--- src/rtl/hazard_fw_ctrl_pkg.sv ---
// Shared types for the EX-stage forwarding controller.
//   fw_stage_t / fw_regs_t / fw_cntrl_bus_t : forwarding decision carried to EX
//   bypass_bus_t                            : forwarded operand value
//   stall_cause_t                           : reason for the current hold state
//   inflight_slot_t                         : one in-flight register writer
//   fsm_state_t                             : hazard FSM state encoding
package hazard_fw_ctrl_pkg;

  localparam int XLEN   = 32;
  localparam int REG_AW = 5;

  typedef enum logic [1:0] {
    NONE_STAGE = 2'd0,
    MEM_STAGE  = 2'd1,
    WB_STAGE   = 2'd2
  } fw_stage_t;

  typedef enum logic [1:0] {
    RS_NONE = 2'd0,
    RS1     = 2'd1,
    RS2     = 2'd2,
    RS_BOTH = 2'd3
  } fw_regs_t;

  typedef struct packed {
    fw_stage_t stage;
    fw_regs_t  regs;
  } fw_cntrl_bus_t;

  typedef struct packed {
    logic [XLEN-1:0] rd;
  } bypass_bus_t;

  typedef enum logic [1:0] {
    NO_STALL = 2'd0,
    LOAD_USE = 2'd1,
    SPLIT    = 2'd2
  } stall_cause_t;

  typedef struct packed {
    logic              valid;
    logic [REG_AW-1:0] rd;
    logic              is_load;
  } inflight_slot_t;

  typedef enum logic [1:0] {
    RUN        = 2'd0,
    HOLD_LU    = 2'd1,
    HOLD_SPLIT = 2'd2
  } fsm_state_t;

  localparam fw_cntrl_bus_t FW_NONE = '{stage: NONE_STAGE, regs: RS_NONE};

  function automatic fw_regs_t regs_of(input logic hit_rs1, input logic hit_rs2);
    fw_regs_t r;
    case ({hit_rs1, hit_rs2})
      2'b11:   r = RS_BOTH;
      2'b10:   r = RS1;
      2'b01:   r = RS2;
      default: r = RS_NONE;
    endcase
    return r;
  endfunction

endpackage

--- src/rtl/hazard_fw_ctrl_match.sv ---
// Combinational comparator of the ID source registers against one in-flight slot.
//   slot_i              : in-flight writer {valid, rd, is_load}
//   rs1_i / rs2_i       : ID source addresses
//   use_rs1_i/use_rs2_i : ID instruction actually reads that source
//   hit_rs1_o/hit_rs2_o : source is produced by this slot
//   is_load_o           : the slot's producer is a load
module hazard_match
  import hazard_fw_ctrl_pkg::*;
(
  input  inflight_slot_t    slot_i,
  input  logic [REG_AW-1:0] rs1_i,
  input  logic [REG_AW-1:0] rs2_i,
  input  logic              use_rs1_i,
  input  logic              use_rs2_i,
  output logic              hit_rs1_o,
  output logic              hit_rs2_o,
  output logic              is_load_o
);

  logic live;

  // x0 is hardwired; never treat it as produced even if a slot carries rd=0.
  assign live      = slot_i.valid && (slot_i.rd != '0);
  assign hit_rs1_o = live && use_rs1_i && (rs1_i == slot_i.rd);
  assign hit_rs2_o = live && use_rs2_i && (rs2_i == slot_i.rd);
  assign is_load_o = slot_i.is_load;

endmodule

--- src/rtl/hazard_fw_ctrl.sv ---
// Forwarding / hazard controller for the EX operand selector.
// Tracks the writers in EX and MEM, decides per ID instruction whether rs1/rs2
// are bypassed and from which stage, and stalls on load-use and on the
// split-producer case (the bypass bus carries a single value).
//   clk_i, rst_ni        : clock, async active-low reset
//   id_*                 : instruction currently in ID
//   flush_i              : kill the ID instruction (redirect from EX)
//   stall_ext_i          : freeze the whole pipe, every register holds
//   mem_result_i         : result of the instruction in MEM
//   wb_result_i          : result of the instruction in WB
//   fw_cntrl_o           : registered forwarding decision, aligned with EX
//   bypass_o             : forwarded value selected by fw_cntrl_o
//   stall_o              : hold PC/ID, bubble into EX
//   stall_cause_o        : cause of the current FSM hold state
//   stall_cnt_o          : saturating count of stall cycles
module hazard_fw_ctrl
  import hazard_fw_ctrl_pkg::*;
#(
  parameter int STALL_CNT_W = 16
) (
  input  logic                   clk_i,
  input  logic                   rst_ni,
  input  logic                   id_valid_i,
  input  logic [REG_AW-1:0]      id_rs1_i,
  input  logic [REG_AW-1:0]      id_rs2_i,
  input  logic                   id_use_rs1_i,
  input  logic                   id_use_rs2_i,
  input  logic [REG_AW-1:0]      id_rd_i,
  input  logic                   id_we_i,
  input  logic                   id_is_load_i,
  input  logic                   flush_i,
  input  logic                   stall_ext_i,
  input  logic [XLEN-1:0]        mem_result_i,
  input  logic [XLEN-1:0]        wb_result_i,
  output fw_cntrl_bus_t          fw_cntrl_o,
  output bypass_bus_t            bypass_o,
  output logic                   stall_o,
  output stall_cause_t           stall_cause_o,
  output logic [STALL_CNT_W-1:0] stall_cnt_o
);

  inflight_slot_t         ex_slot_q, mem_slot_q, ex_slot_d;
  fw_cntrl_bus_t          fw_q, fw_d;
  fsm_state_t             state_q;
  stall_cause_t           cause_q;
  logic [STALL_CNT_W-1:0] cnt_q;

  logic ex_h1, ex_h2, ex_ld;
  logic mem_h1, mem_h2, mem_ld_unused;
  logic rs1_ex, rs2_ex, rs1_mem, rs2_mem;
  logic any_ex, any_mem;
  logic load_use, split, issue;

  hazard_match u_match_ex (
    .slot_i    (ex_slot_q),
    .rs1_i     (id_rs1_i),
    .rs2_i     (id_rs2_i),
    .use_rs1_i (id_use_rs1_i),
    .use_rs2_i (id_use_rs2_i),
    .hit_rs1_o (ex_h1),
    .hit_rs2_o (ex_h2),
    .is_load_o (ex_ld)
  );

  hazard_match u_match_mem (
    .slot_i    (mem_slot_q),
    .rs1_i     (id_rs1_i),
    .rs2_i     (id_rs2_i),
    .use_rs1_i (id_use_rs1_i),
    .use_rs2_i (id_use_rs2_i),
    .hit_rs1_o (mem_h1),
    .hit_rs2_o (mem_h2),
    .is_load_o (mem_ld_unused)
  );

  // Youngest producer wins: a mem_slot hit only counts if ex_slot missed.
  assign rs1_ex  = ex_h1;
  assign rs2_ex  = ex_h2;
  assign rs1_mem = mem_h1 && !ex_h1;
  assign rs2_mem = mem_h2 && !ex_h2;
  assign any_ex  = rs1_ex || rs2_ex;
  assign any_mem = rs1_mem || rs2_mem;

  // Each source resolves to at most one slot, so hits in both slots means
  // rs1 and rs2 need two different producers.
  assign load_use = id_valid_i && any_ex && ex_ld;
  assign split    = id_valid_i && any_ex && any_mem;
  assign stall_o  = (load_use || split) && !flush_i;
  assign issue    = id_valid_i && !stall_o && !flush_i;

  always_comb begin
    fw_d = FW_NONE;
    if (issue) begin
      if (any_ex) begin
        fw_d.stage = MEM_STAGE;
        fw_d.regs  = regs_of(rs1_ex, rs2_ex);
      end else if (any_mem) begin
        fw_d.stage = WB_STAGE;
        fw_d.regs  = regs_of(rs1_mem, rs2_mem);
      end
    end
  end

  always_comb begin
    ex_slot_d         = '0;
    ex_slot_d.valid   = issue && id_we_i && (id_rd_i != '0);
    ex_slot_d.rd      = id_rd_i;
    ex_slot_d.is_load = id_is_load_i;
  end

  always_ff @(posedge clk_i or negedge rst_ni) begin
    if (!rst_ni) begin
      ex_slot_q  <= '0;
      mem_slot_q <= '0;
      fw_q       <= FW_NONE;
      state_q    <= RUN;
      cause_q    <= NO_STALL;
      cnt_q      <= '0;
    end else if (!stall_ext_i) begin
      ex_slot_q  <= ex_slot_d;
      mem_slot_q <= ex_slot_q;
      fw_q       <= fw_d;
      if (stall_o && (cnt_q != '1)) cnt_q <= cnt_q + STALL_CNT_W'(1);
      // Load-use takes priority: a younger load must reach MEM before it can
      // be forwarded at all.
      case (state_q)
        RUN: begin
          if (stall_o && load_use) begin
            state_q <= HOLD_LU;
            cause_q <= LOAD_USE;
          end else if (stall_o) begin
            state_q <= HOLD_SPLIT;
            cause_q <= SPLIT;
          end
        end
        HOLD_LU, HOLD_SPLIT: begin
          state_q <= RUN;
          cause_q <= NO_STALL;
        end
        default: begin
          state_q <= RUN;
          cause_q <= NO_STALL;
        end
      endcase
    end
  end

  always_comb begin
    bypass_o = '0;
    case (fw_q.stage)
      MEM_STAGE: bypass_o.rd = mem_result_i;
      WB_STAGE:  bypass_o.rd = wb_result_i;
      default:   bypass_o.rd = '0;
    endcase
  end

  assign fw_cntrl_o    = fw_q;
  assign stall_cause_o = cause_q;
  assign stall_cnt_o   = cnt_q;

endmodule

--- config.mk ---
export PLATFORM = sky130hd
export DESIGN_NAME = hazard_fw_ctrl
export DESIGN_NICKNAME = d
export VERILOG_FILES = /design/src/rtl/hazard_fw_ctrl_pkg.sv /design/src/rtl/hazard_fw_ctrl_match.sv /design/src/rtl/hazard_fw_ctrl.sv
export SDC_FILE = /design/constraint.sdc
export NUM_CORES = 1
export LEC_CHECK = 0
export CAP_MARGIN = 20
export CORE_AREA = 10 10 107 109
export CTS_CLUSTER_DIAMETER = 150
export DETAILED_ROUTE_END_ITERATION = 8
export DIE_AREA = 0 0 117 119
export GPL_TIMING_DRIVEN = 0
export PLACE_DENSITY = 0.63
export SYNTH_ARGS = -nofsm -noshare
export SYNTH_HDL_FRONTEND = slang
export SYNTH_SLANG_ARGS = --single-unit
export TNS_END_PERCENT = 50
--- constraint.sdc ---
create_clock -name clk_i -period 3.69 [get_ports clk_i]
set_input_delay 0.5535 -clock clk_i [delete_from_list [all_inputs] [get_ports clk_i]]
set_output_delay 0.5535 -clock clk_i [all_outputs]
set_load 0.02 [all_outputs]
==> impl_metrics.env, run 1 <==
export IMPL_status="complete, no violations"
export IMPL_h_tree_depth=2
export IMPL_diodes=0
export IMPL_synth_area_leaders="dfrtp_1 39%, a22oi_1 11%, xnor2_1 10%"
export IMPL_drt_iter0_drc=147
export IMPL_synth_edf_count=0
export IMPL_utilization=0.416
export IMPL_port_buffers=142
export IMPL_clock_sinks=35
export IMPL_drive_gt1_frac=0.0816
export IMPL_cp_max_fo=4
export IMPL_holdWs_ps=355
export IMPL_root_buffer="clkbuf_8"
export IMPL_final_common_cell="clkdlybuf4s50_1"
export IMPL_ys_types=38
export IMPL_cts_tree="built"
export IMPL_insertion_delay_ps=280
export IMPL_clkTransAtPathRegs_ps=70
export IMPL_postPlaceCellArea_um2=3830
export IMPL_grt_pass1_wl_um=13700
export IMPL_grt_pass1_vias=2562
export IMPL_worst_slack_ps=175
export IMPL_ys_flop_type="dfrtp_1"
export IMPL_cts_resized=0
export IMPL_die_x_um=117
export IMPL_cp_arrival_ps=2960
export IMPL_setup_worst_path_class="primary input to primary output"
export IMPL_drt_first_pass_iters=4
export IMPL_power_density_nw_per_um2=231
export IMPL_antenna_found_initial=0
export IMPL_global_route_peak_usage_layer="met2"
export IMPL_final_cell_mix="141 x clkdlybuf4s50_1, 42 x nor2_1, 35 x dfrtp_1"
export IMPL_initial_core_util=0.240
export IMPL_netlist_area_um2=2270
export IMPL_cts_setup_buffers=0
export IMPL_syn_to_final_growth_pct=73.3
export IMPL_final_nets=482
export IMPL_core_area_um2=9460
export IMPL_maxCapViolCount=0
export IMPL_clock_skew_ps=4.10
export IMPL_fmax_mhz=285
export IMPL_ys_ff_latch=35
export IMPL_synth_avg_cell_area_um2=9.38
export IMPL_worstPathRequired_ps=3140
export IMPL_cts_buffers=5
export IMPL_leakagePower_uw=0.00139
export IMPL_ant_nets=0
export IMPL_hp_class="primary input to async pin"
export IMPL_synthCells=242
export IMPL_vias=2433
export IMPL_avgRoutedWirePerCell_um=18.1
export IMPL_hpwlAfterDp_um=7630
export IMPL_cts_hold_buffers=0
export IMPL_met2_usage=0.221
export IMPL_io_pins=143
export IMPL_fin_area_um2=3930
export IMPL_remaining_drc_errors=0
export IMPL_grt_overflow=0
export IMPL_yosysSeqAreaShare=0.386
export IMPL_dp_slack_ps=167
export IMPL_rsz0062_at_grt="no"
export IMPL_yosys_warnings=0
export IMPL_vias_per_cell=4.81
export IMPL_slew_limit_headroom=0.467
export IMPL_clockBufferDepth=2
export IMPL_finalSetupViolCount=0
export IMPL_finalWirelength_um=9140
export IMPL_tightest_slew_ps=799
export IMPL_syn_num_nets=333
export IMPL_slew_viol_final=0
export IMPL_die_area_um2=13900
export IMPL_rows=36
export IMPL_min_period_over_period=0.952
export IMPL_place_gp_congestion=0.817
export IMPL_irDropWorstVdd_mv=0.163
export IMPL_grt_use_met3=0.0547
export IMPL_end_kind="primary output"
export IMPL_die_y_um=119
export IMPL_grt_start_max_net_pins=36
export IMPL_yosys_area_top_type="dfrtp_1"
export IMPL_finalSetupTns_ps=0
export IMPL_hold_violations=0
export IMPL_min_period_ps=3510
export IMPL_synth_top_area_share=0.386
export IMPL_grtUsageTotal=0.122
export IMPL_async_reset_ff_frac=1.00
export IMPL_use_met1=0.128
export IMPL_critPathLaunchType="primary input"
sequential cells by signal (all words and copies together), names as in the netlist:
signal         cells
mem_slot_q         6
stall_cnt_o       16
stall_cause_o      2
fw_cntrl_o         4
ex_slot_q          7
per-layer routing:
metal,part of all wire,up-vias
met3,0.14,5
li1,-,1177
met1,0.38,1134
met5,0,-
met2,0.48,117
met4,0.0044,0
cells in the mapped netlist (all sizes together), types with 3 or more instances:
master and count:
and3 5, o21ai 5, nor3 5, a32o 3, inv 3, nand3 7
xnor2 27, nor2 43, xor2 8, mux2 13, ha 3, clkbuf 11
dfrtp 35, nand2 13, nand4 9, a22oi 32
power breakdown:
group	internal [uW]	leakage (uW)	switching (uW)
Clock	170	0.0000515	132
Combinational	122	0.000873	58.8
Sequential	400	0.000463	24.1
Total	693	0.00139	215
final timing paths:
kind                                   end  depth (start not counted)       startpoint  slack (ps)
max                                stall_o                          8      id_rs1_i[4]         180
min                          mem_slot_q[5]                          1           rst_ni         350
max reg2reg                 stall_cnt_o[6]                          8     ex_slot_q[4]        1430
min reg2reg                stall_cnt_o[12]                          1  stall_cnt_o[12]         490
max in group asynchronous   stall_cnt_o[0]                          1           rst_ni        2830
min in group clk_i         stall_cnt_o[12]                          1  stall_cnt_o[12]         490
worst max-delay path: stages:
cell and delay, ps:
clkdlybuf4s50_1 530, xnor2_1 140, nand4_1 160, or3_1 450, a21boi_1 270, a211oi_2 90
nor2_1 130, clkdlybuf4s50_1 630
kinds of logic after synthesis:
kind of cell               count (synthesis)  synth area share
DFF                                       35             0.386
xor gates and xnor gates                  35             0.135
and+or+nand+nor                           92             0.199
buffers and inverters                     15            0.0281
adders and majority gates                  3            0.0165
AOI/OAI and AO/OA                         49             0.171
muxes                                     13            0.0645
through the flow:
stage	power (uW)	std cells
finish	908	506
global route	956	506
CTS	919	506
detailed placement	614	498
global placement	611	498
floorplan	489	242
cell type report:
cell class	instances	area, um^2
buffer	12	52.6
clock buffer	8	100
fill	918	5530
inverter	3	11.3
multi-input combinational	192	1340
sequential	35	876
tap	114	143
timing repair buffer	142	1420
No activity file was read; power rests on OpenSTA's default activity.
==> run 2, diff against run 1 <==
- CORE_AREA: 10 10 107 109 -> 2 2 100 102
- DIE_AREA: 0 0 117 119 -> 0 0 102 104
- REMOVE_ABC_BUFFERS: unset -> 1
- SYNTH_HIERARCHICAL: unset -> 1
==> run 2 against run 1 <==
Compared with the run above: non-clock buffer count down 10; sequential power about the same; maximum frequency down 3.1%; combinational power about the same; final cell count up 2.0%; sequential share of layout area down 0.25 points; synthesized area up 1.4%; critical path depth up 1; critical path type unchanged; largest cell class unchanged.
==> impl_metrics.env, run 2 <==
export IMPL_final_cell_mix="141 x clkdlybuf4s50_1, 38 x nor2_1, 35 x dfrtp_1"
export IMPL_grt_pass1_wl_um=11500
export IMPL_tightest_slew_ps=952
export IMPL_slew_viol_final=0
export IMPL_max_stage_delay_ps=600
export IMPL_insertion_delay_ps=280
export IMPL_synthCells=244
export IMPL_grt_overflow=0
export IMPL_die_y_um=104
export IMPL_grt_pass1_vias=2327
export IMPL_num_fill_cells=983
export IMPL_cts_tree="built"
export IMPL_critPathLaunchType="primary input"
export IMPL_cp_common_cell="clkdlybuf4s50_1"
export IMPL_leakagePower_uw=0.00139
export IMPL_remaining_drc_errors=0
export IMPL_dp_cells=507
export IMPL_core_area_um2=9550
export IMPL_vias=2397
export IMPL_irDropWorstVdd_mv=0.174
export IMPL_h_tree_depth=2
export IMPL_end_kind="primary output"
export IMPL_power_density_nw_per_um2=224
export IMPL_final_nets=474
export IMPL_drt_first_pass_iters=4
export IMPL_cp_slowest_cell="clkdlybuf4s50_1"
export IMPL_finalSetupViolCount=0
export IMPL_setup_worst_path_class="primary input to primary output"
export IMPL_antenna_found_initial=0
export IMPL_use_met1=0.160
export IMPL_cts_buffers=5
export IMPL_final_common_cell="clkdlybuf4s50_1"
export IMPL_grt_use_met3=0.0397
export IMPL_finalWirelength_um=7600
export IMPL_cp_arrival_ps=3070
export IMPL_hold_violations=0
export IMPL_yosys_warnings=6
export IMPL_maxCapViolCount=0
export IMPL_rows=36
export IMPL_io_pins=143
export IMPL_vias_per_cell=4.65
export IMPL_clkTransAtPathRegs_ps=70
export IMPL_min_period_ps=3630
export IMPL_holdWs_ps=343
export IMPL_crit_chain="clkdlybuf4s50_1, xnor2_1, nand4_1, nor3_2, nor2b_2, o21ai_0, nand2_1, and3b_1, clkdlybuf4s50_1"
export IMPL_synth_avg_cell_area_um2=9.43
export IMPL_worstPathRequired_ps=3140
export IMPL_netlist_area_um2=2300
export IMPL_largest_reg_flops=16
export IMPL_clock_skew_ps=3.84
export IMPL_clock_sinks=35
export IMPL_grtUsageTotal=0.136
export IMPL_grt_start_max_net_pins=36
export IMPL_fmax_mhz=276
export IMPL_r2r_cells=8
export IMPL_syn_to_final_growth_pct=72.9
export IMPL_root_buffer="clkbuf_8"
export IMPL_min_period_over_period=0.983
export IMPL_global_route_peak_usage_layer="met2"
export IMPL_total_power_uw=889
export IMPL_cp_max_fo=3
export IMPL_drive_gt1_frac=0.102
export IMPL_initial_core_util=0.241
export IMPL_port_buffers=142
export IMPL_avgRoutedWirePerCell_um=14.7
export IMPL_final_cells=516
export IMPL_clockBufferDepth=2
export IMPL_hpwlAfterDp_um=6070
export IMPL_diodes=0
export IMPL_met2_usage=0.240
export IMPL_ant_nets=0
export IMPL_finalSetupTns_ps=0
export IMPL_status="complete, no violations"
export IMPL_slew_limit_headroom=0.365
export IMPL_die_area_um2=10600
export IMPL_place_gp_congestion=0.787
export IMPL_die_x_um=102
export IMPL_drt_iter0_drc=73
export IMPL_hp_class="primary input to async pin"
[run 2: path summary, 6_finish.rpt]
kind / start / end / slack [ps]
worst min register to register: fw_cntrl_o[0] / fw_cntrl_o[0] / 490
worst max-delay path: id_rs1_i[4] / stall_o / 60
max in group asynchronous: rst_ni / fw_cntrl_o[2] / 2830
worst min-delay path: rst_ni / stall_cnt_o[1] / 340
worst max register to register: ex_slot_q[2] / stall_cnt_o[11] / 1190
min in group clk_i: fw_cntrl_o[0] / fw_cntrl_o[0] / 490
[run 2: layout make-up]
cell class	count	area, um^2	area share
clock buffer	6	82.6	0.0208
clock inverter	1	5.00	0.00126
inverter	6	22.5	0.00566
multi-input combinational	191	1380	0.347
sequential	35	876	0.220
tap	133	166	0.0418
timing repair buffer	144	1450	0.364
[run 2: per-stage QoR]
step | setup WS (ps) | instance area [um^2] | util
2_1_floorplan | 1210 | 2250 | -
3_3_place_gp | 78.3 | 3840 | 0.402
3_5_place_dp | 19.3 | 3830 | 0.402
4_1_cts | 15.5 | 3930 | 0.411
5_1_grt | -42.5 | 3980 | 0.417
6_report | 64.2 | 3980 | 0.417
[run 2: where the power goes]
group / leakage, uW / switching (uW) / internal (uW)
Combinational: 0.000880 / 57.7 / 125
Clock: 0.0000470 / 133 / 146
Sequential: 0.000463 / 26.4 / 400
Total: 0.00139 / 218 / 672
[run 2: critical path: cells and delay by family]
family / cells / cell delay, ps
buf+inv: 2 / 1150
simple gates: 5 / 1070
xor+xnor: 1 / 150
compound gates: 1 / 150
[run 2: layer usage]
layer  share of wire  routed length (um)
met1            0.40                3080
met5               0                   0
met2            0.48                3680
met3            0.10                 792
met4          0.0072                  55
[run 2: repair_timing]
item | CTS | global route
buffers inserted | 0 | 0
endpoints found under the setup margin | 1 | 1
hold buffers | 0 | 0
resized for setup | 1 | 5
